### src/rtl/unidade_controle_pkg.sv
// Shared constants for the multi-cycle control unit: opcodes, time steps, ALU codes.
package unidade_controle_pkg;

    localparam int IR_W   = 10;
    localparam int DATA_W = 16;

    // Instruction opcodes (IR[3:0])
    localparam logic [3:0] OP_MV  = 4'b0000;
    localparam logic [3:0] OP_MVI = 4'b0001;
    localparam logic [3:0] OP_ADD = 4'b0010;
    localparam logic [3:0] OP_SUB = 4'b0011;
    localparam logic [3:0] OP_AND = 4'b0100;

    // ALU operation codes presented on alu_op
    localparam logic [1:0] ALU_ADD = 2'b00;
    localparam logic [1:0] ALU_SUB = 2'b01;
    localparam logic [1:0] ALU_AND = 2'b10;

    // Time steps; all four encodings are legal states
    typedef enum logic [1:0] {
        T0 = 2'd0,
        T1 = 2'd1,
        T2 = 2'd2,
        T3 = 2'd3
    } estado_t;

    // Map an ALU-class opcode onto the ALU operation code
    function automatic logic [1:0] alu_sel(input logic [3:0] op);
        case (op)
            OP_SUB:  return ALU_SUB;
            OP_AND:  return ALU_AND;
            default: return ALU_ADD;
        endcase
    endfunction

endpackage

### src/rtl/unidade_controle_decodifica_reg.sv
// 3->8 register decoder with enable: one-hot select of R0..R7.
module decodificaReg (
    input  logic [2:0] w,
    input  logic       en,
    output logic [7:0] y
);

    genvar gi;
    generate
        for (gi = 0; gi < 8; gi++) begin : g_dec
            assign y[gi] = en && (w == 3'(gi));
        end
    endgenerate

endmodule

### src/rtl/unidade_controle.sv
// Multi-cycle control unit: captures an instruction into IR in T0 and sequences
// bus select, register/A/G write enables and the ALU op through T1..T3.
module unidade_controle
    import unidade_controle_pkg::*;
#(
    parameter int IR_W_P   = IR_W,
    parameter int DATA_W_P = DATA_W
) (
    input  logic                clock,
    input  logic                resetn,
    input  logic                Run,
    input  logic [DATA_W_P-1:0] DataIn,
    output logic [7:0]          Rout,
    output logic                Gout,
    output logic                Din,
    output logic [7:0]          Rin,
    output logic                Ain,
    output logic                Gin,
    output logic [1:0]          alu_op,
    output logic                IRin,
    output logic                Done,
    output logic [1:0]          estado
);

    estado_t             state_q, state_d;
    logic [IR_W_P-1:0]   ir_q, ir_d;
    logic [7:0]          x_dec, y_dec;
    logic [3:0]          opcode;

    // Only the low IR_W bits of DataIn form an instruction; the rest are don't-care here.
    logic unused_datain;
    assign unused_datain = ^DataIn[DATA_W_P-1:IR_W_P];

    assign opcode = ir_q[3:0];
    assign estado = state_q;

    decodificaReg u_dec_x (
        .w  (ir_q[6:4]),
        .en (1'b1),
        .y  (x_dec)
    );

    decodificaReg u_dec_y (
        .w  (ir_q[9:7]),
        .en (1'b1),
        .y  (y_dec)
    );

    // Next state, IR capture and all control outputs from (state, IR, Run)
    always_comb begin
        state_d = state_q;
        ir_d    = ir_q;
        Rout    = '0;
        Gout    = 1'b0;
        Din     = 1'b0;
        Rin     = '0;
        Ain     = 1'b0;
        Gin     = 1'b0;
        alu_op  = ALU_ADD;
        IRin    = 1'b0;
        Done    = 1'b0;
        case (state_q)
            T0: begin
                IRin = Run;
                if (Run) begin
                    ir_d    = DataIn[IR_W_P-1:0];
                    state_d = T1;
                end
            end
            T1: begin
                case (opcode)
                    OP_MV: begin
                        Rout    = y_dec;
                        Rin     = x_dec;
                        Done    = 1'b1;
                        state_d = T0;
                    end
                    OP_MVI: begin
                        Din     = 1'b1;
                        Rin     = x_dec;
                        Done    = 1'b1;
                        state_d = T0;
                    end
                    OP_ADD, OP_SUB, OP_AND: begin
                        Rout    = x_dec;
                        Ain     = 1'b1;
                        state_d = T2;
                    end
                    default: begin
                        // Unknown opcode: retire as a no-op
                        Done    = 1'b1;
                        state_d = T0;
                    end
                endcase
            end
            T2: begin
                // Only ALU-class instructions reach T2
                Rout    = y_dec;
                Gin     = 1'b1;
                alu_op  = alu_sel(opcode);
                state_d = T3;
            end
            T3: begin
                Gout    = 1'b1;
                Rin     = x_dec;
                Done    = 1'b1;
                state_d = T0;
            end
        endcase
    end

    // State and instruction registers; reset abandons any instruction in flight
    always_ff @(posedge clock or negedge resetn) begin
        if (!resetn) begin
            state_q <= T0;
            ir_q    <= '0;
        end else begin
            state_q <= state_d;
            ir_q    <= ir_d;
        end
    end

endmodule
### config.mk
export PLATFORM = sky130hd
export DESIGN_NAME = unidade_controle
export DESIGN_NICKNAME = d
export VERILOG_FILES = /design/src/rtl/unidade_controle_pkg.sv /design/src/rtl/unidade_controle_decodifica_reg.sv /design/src/rtl/unidade_controle.sv
export SDC_FILE = /design/constraint.sdc
export NUM_CORES = 1
export LEC_CHECK = 0
export CORE_MARGIN = 2
export CORE_UTILIZATION = 41
export CTS_CLUSTER_DIAMETER = 80
export DETAILED_ROUTE_END_ITERATION = 10
export GPL_ROUTABILITY_DRIVEN = 0
export PLACE_DENSITY = 0.95
export SYNTH_ARGS = -nofsm -noshare
export SYNTH_HDL_FRONTEND = slang
export SYNTH_SLANG_ARGS = --single-unit
### constraint.sdc
create_clock -name clock -period 3.8 [get_ports clock]
set_input_delay 0.57 -clock clock [delete_from_list [all_inputs] [get_ports clock]]
set_output_delay 0.57 -clock clock [all_outputs]
set_load 0.005 [all_outputs]
==> out/summary.txt, run 1 <==
Area Overhead vs Synth - 52.64%
Number of DRC violations after detailed-routing iteration 0 - 12
Die height - 48.98 um
Hold buffers post-CTS - 0
Synth cell count leaders - 12 x dfrtp_1, 9 x mux2_2, 7 x nor2_1
Distinct cells, synth - 28
Max-slew headroom - 65.64%
Fin. max-slew vios - 0
Grt peak-use layer - met2
Final min period - 2.958 ns
Starting density of the core - 42.72%
Avg Inst Size Synth - 10.12 um^2
Total negative slack - 0 ns
Largest family of logic cells by synthesized area - simple AND/OR/NAND/NOR gates
GR Util All Layers - 19.07%
Data required time of the worst path - 3.23 ns
Top FF cell, synth - dfrtp_1
Fin util - 65.21%
WP buf/inv - 2
Wire per inst - 14.51 um
Ys Warns - 0
Design Area, Final - 0.001266 mm^2
Pwr per Cell Area - 620.5 mW/mm^2
Slowest Stage Delay on Critical Path - 0.56 ns
Startpoint Class - flip-flop
FF/Latch Area - 300.3 um^2
Asr flop ratio synth - 100.0%
XOR/XNOR Fraction of Synth Area - 0%
Placed cell count - 147
VDD IR max - 0.4211 mV
Hold wc startpoint - ir_q[8]
Final std cells w/o fill - 150
Crit-path cells - inv_1 -> ha_1 -> nor4b_4 -> a21oi_2 -> o32ai_1 -> clkdlybuf4s50_1
Clock skew - 0.006461 ns
Post-DP HPWL - 1822 um
Vias per std cell - 5.460
Crit. End Element - output pin
Maximum clock frequency - 338.0 MHz
CTS buffer count - 3
Area after DPL - 0.001244 mm^2
RSZ-0062 raised after global routing - no
Most instantiated library cell after synthesis - dfrtp_1
Max_cap viols - 0
Post-synthesis mux area share - 12.22%
Status - finished, final reports clean
Final setup vio count - 0
Initial antenna violation count - 0
# diodes - 0
Die area - 0.002399 mm^2
Reg-to-reg endpoint - ir_q[7]
Yosys top cell by area - dfrtp_1
Simple-gate portion of the synthesized area - 23.98%
Worst-path clk slew - 0.07 ns
Layout cell share with drive strength beyond 1 - 14.63%
Share of the synthesized area in the top cell type - 36.20%
Delay-heaviest family, CP - buffers and inverters
Clk_lat worst skew - 0.26 ns
Worst-case reg-to-reg path depth - 4
Number of fill cells - 157
Hold path depth - 1
Synth top area cells - dfrtp_1 36%, mux2_2 12%, ha_1 7.5%
Hold WC Path Type - reg2reg
GR Layer Usage met1 - 20.39%
Post-synth EDFFs - 0
Port Buffers - 38
Fin. Hold Viols - 0
Core Region - 0.001942 mm^2
Grt ovf - 0
Cell area after synthesis - 829.5 um^2
Crit path kind - reg2out
Worst path slowest cell - clkdlybuf4s50_1
Clk buf depth - 2
IO Pins - 45
Htree depth - 1
Adder-cell share of the synthesized area - 7.541%
Largest net degree at the start of global routing - 13
Post-CTS repair timing setup buffer count - 0
Grt met3 use - 2.761%
Worst reg-to-reg setup slack - 2.24 ns
CP arrival - 2.39 ns
Final wirelength - 2177 um
Synth Area in Compound Gates - 17.80%
# nets final - 149
Area of the multi-input gates - 510.5 um^2
Number of global-route vias before repair - 816
Crit Path Max Fanout - 5
Synthesized netlist cell count - 82
Synthesized flop and latch total - 12
DRT antenna net count - 0
First-pass detailed-route iteration total - 4
DRC - 0
Row count - 16
Tightest Pin Transition - 0.5137 ns
Worst hold path endpoint - ir_q[8]
Die width - 48.98 um
Root Driver - clkbuf_4
Final period util - 77.85%
Post-CTS sizing - 0
Met2 usage - 34.93%
Global-route wire length before repair - 3553 um
Post-synth net total - 106
Seq/Total Area, Yosys - 36.20%
P_leak - 0.4986 nW
Vias - 819
Clock Sinks - 12
CTS tree - done
cells in the final DEF, fill, tap and decap left out, types with 2 or more instances in the layout:
master	n
nand2b_1	4
nor2b_1	2
mux2_2	9
clkdlybuf4s50_1	38
o22ai_1	2
nand2_1	5
dfrtp_1	12
o32ai_1	6
nand3_1	2
nor2_1	7
o2111ai_1	2
inv_1	5
ha_1	5
o21ai_0	4
nor3_1	3
clkbuf_4	3
logic make-up after synthesis:
kind of cell / count (synthesis)
AND/OR/NAND/NOR: 31
AO/OA/AOI/OAI: 20
flip-flops: 12
multiplexers: 9
buffers and inverters: 5
adder cells (fa/ha/maj): 5
layer usage:
layer  share of wire (%)  wire (um)
met5                   0          0
met4                 1.7         38
met3                 5.3        116
met2                  53       1144
met1                  40        877
state kept, by name, summed over array words and instances, names as in the netlist, named ones only:
name / count
estado: 1
ir_q: 10
where the power goes:
group | internal, mW | switching (mW) | total, mW
clock | 0.0365 | 0.0355 | 0.0720
sequential | 0.190 | 0.0952 | 0.285
combinational | 0.235 | 0.194 | 0.429
total | 0.461 | 0.324 | 0.786
worst max-delay path by stage:
stage / endpoint / slack (ns) / cells after the start
final: Rout[4] / 0.84 / 6
after global routing: Rout[0] / 0.70 / 6
after CTS: Rout[4] / 0.85 / 6
after detailed placement: Rout[4] / 1.14 / 6
after global placement: IRin / 1.24 / 4
after floorplan: Rout[4] / 1.86 / 5
worst reg2reg max path: stages, from the launching register on:
cell     delay (ns)
dfrtp_1        0.44
inv_1          0.11
ha_1           0.23
nand2_1        0.28
mux2_2         0.38
layout make-up:
class                           count  share of cell area [%]
Clock buffer                        3                   1.779
Timing Repair Buffer               38                   30.04
Inverter                            5                   1.482
Tap cell                           27                   2.668
Multi-Input combinational cell     65                   40.32
Sequential cell                    12                   23.72
per-stage QoR:
step | hold WS [ns] | setup slack (ns) | power (mW)
3_3_place_gp | 0.5503 | 1.237 | 0.6791
5_1_grt | 0.6169 | 0.7024 | 0.8405
2_1_floorplan | 0.2744 | 1.856 | 0.5348
4_1_cts | 0.5740 | 0.8457 | 0.7874
3_5_place_dp | 0.5594 | 1.138 | 0.7112
6_report | 0.5756 | 0.8417 | 0.7857
Note: power is estimated with default switching activity, not from simulation.
==> inputs of run 2 (changes only) <==
- CORE_UTILIZATION: 41 -> 34
- PLACE_DENSITY: 0.95 -> 0.86
- clock period: 3.8 -> 2.5 ns (I/O delays scaled with it)
==> run 2 against run 1 <==
  * Final area rose by 12%
  * Global-route usage fell by 0.37 points
  * Clock power up 51%
  * Sequential share of layout area down 2.5 points
  * Critical path type unchanged
  * Register-to-register slack lost 1.2 ns
  * Critical endpoint is now Rin[3]
==> out/summary.txt, run 2 (synthesis results as in run 1) <==
Clock Sinks - 12 (unchanged)
Root Driver - clkbuf_4 (unchanged)
Data required time of the worst path - 2.12 ns (was 3.23 ns)
Total negative slack - 0 ns (unchanged)
Row count - 17 (was 16)
IO Pins - 45 (unchanged)
Max-slew headroom - 64.52% (was 65.64%)
Initial antenna violation count - 0 (unchanged)
First-pass detailed-route iteration total - 4 (unchanged)
Status - finished, final reports clean (unchanged)
Worst-path clk slew - 0.07 ns (about the same)
Number of fill cells - 209 (was 157)
Area Overhead vs Synth - 71.64% (was 52.64%)
Clock skew - 0.001875 ns (was 0.006461 ns)
Final wirelength - 2581 um (was 2177 um)
Crit path kind - reg2out (unchanged)
Port Buffers - 38 (unchanged)
Die height - 53.40 um (was 48.98 um)
Maximum clock frequency - 413.0 MHz
Number of global-route vias before repair - 885 (was 816)
Die area - 0.002851 mm^2 (was 0.002399 mm^2)
Clk_lat worst skew - 0.26 ns (about the same)
Starting density of the core - 36.79% (was 42.72%)
Fin. max-slew vios - 0 (unchanged)
Clk buf depth - 2 (unchanged)
Grt ovf - 0 (unchanged)
Number of DRC violations after detailed-routing iteration 0 - 8 (was 12)
Htree depth - 1 (unchanged)
CTS buffer count - 3 (unchanged)
Hold WC Path Type - in2async (was reg2reg)
Global-route wire length before repair - 3919 um (was 3553 um)
DRC - 0 (unchanged)
Commonest cells after routing, fill and taps aside - 25 x clkdlybuf4s50_1, 11 x dfrtp_1, 9 x mux2_2, 9 x dlygate4sd2_1 (was 38 x clkdlybuf4s50_1, 12 x dfrtp_1, 9 x mux2_2, 7 x nor2_1, 6 x o32ai_1)
Max_cap viols - 0 (unchanged)
Layout cell share with drive strength beyond 1 - 30.00% (was 14.63%)
Vias per std cell - 5.342 (was 5.460)
Startpoint Class - flip-flop (unchanged)
CP arrival - 2.05 ns (was 2.39 ns)
Tightest Pin Transition - 0.5305 ns (was 0.5137 ns)
Crit. End Element - output pin (unchanged)
Die width - 53.40 um (was 48.98 um)
CTS tree - done (unchanged)
Worst reg-to-reg setup slack - 1.02 ns (was 2.24 ns)
DRT antenna net count - 0 (unchanged)
Final period util - 96.86%
# diodes - 0 (unchanged)
Worst-case reg-to-reg path depth - 6 (was 4)
Crit Path Max Fanout - 4 (was 5)
Biggest register - ir_q (unchanged)
P_leak - 0.6599 nW (was 0.4986 nW)
Fin. Hold Viols - 0 (unchanged)
Final min period - 2.422 ns
Final setup vio count - 0 (unchanged)
Largest net degree at the start of global routing - 13 (unchanged)
Vias - 844 (was 819)
Fin util - 63.15% (was 65.21%)
Wire per inst - 16.34 um (was 14.51 um)
Largest register FFs - 10 (unchanged)
Leading cell type in the layout, fill and taps excluded - clkdlybuf4s50_1 (unchanged)
# nets final - 156 (was 149)
Final std cells w/o fill - 158 (was 150)
Post-DP HPWL - 1903 um (was 1822 um)
Pwr per Cell Area - 987.3 mW/mm^2 (was 620.5 mW/mm^2)
VDD IR max - 0.7081 mV (was 0.4211 mV)
Placed cell count - 149 (was 147)
Core Region - 0.002255 mm^2 (was 0.001942 mm^2)
GR Util All Layers - 18.70% (was 19.07%)
Hold buffers post-CTS - 0 (unchanged)
==> run 2: cell count changes in the layout (fill, tap and decap cells not counted), sizes merged <==
cell,before,now
dlygate4sd2,0,9
clkdlybuf4s50,38,25
buf,0,7
dlymetal6s2s,0,4
==> run 2: report_power, final <==
part           leakage [nW]  total, mW  internal, mW  switching (mW)
Sequential            0.143      0.470         0.289           0.181
Combinational         0.503      0.826         0.446           0.380
Clock                0.0138      0.109        0.0555          0.0539
Total                 0.660       1.41         0.791           0.615
==> run 2: layout make-up <==
type / count / area, um^2 / area share [%]
clock buffer: 3 / 22.52 / 1.582
inverter: 5 / 18.77 / 1.318
multi-input combinational: 65 / 614.3 / 43.15
sequential: 12 / 301.5 / 21.18
tap: 28 / 35.03 / 2.460
timing repair buffer: 45 / 431.7 / 30.32
==> run 2: per-layer routing <==
layer  vias up  GRT usage [%]  wire, um
met5         -              0         0
met4         0          8.120        67
met2        30          35.80      1384
met3         6          1.412       139
li1        403              -         -
met1       405          20.56       990
==> run 2: worst max-delay path: stages (launching register included) <==
cell and delay, ns:
dfrtp_1 0.40, inv_2 0.09, ha_4 0.14, nor4b_4 0.24, buf_4 0.17, o21ai_1 0.11, nor2_1 0.14, clkdlybuf4s50_1 0.50
==> run 2: timing repair <==
item                                    CTS  global route
pin swaps                                 2             1
setup buffers                             2             4
gates resized for setup                  22            11
endpoints found under the setup margin   16             7
==> run 2: how the worst max path moves through the flow <==
stage / start / endpoint / slack [ns]
after detailed placement: flip-flop / Rout[5] / -0.008
after global routing: flip-flop / Rin[7] / -0.04
after CTS: flip-flop / Rout[0] / -0.02
after floorplan: flip-flop / Rout[4] / 0.75
final: flip-flop / Rin[3] / 0.08
after global placement: flip-flop / Rout[5] / 0.12
==> run 2: per-stage QoR <==
stage | hold WS, ns | total power, mW | worst slack (ns) | instance area (um^2)
6_report | 0.4625 | 1.406 | 0.07844 | 1424
5_1_grt | 0.4873 | 1.502 | -0.04273 | 1424
2_1_floorplan | 0.07941 | 0.8129 | 0.7505 | 829.5
3_5_place_dp | 0.5646 | 1.096 | -0.008387 | 1252
3_3_place_gp | 0.5482 | 1.046 | 0.1225 | 1252
4_1_cts | 0.4681 | 1.287 | -0.01586 | 1333
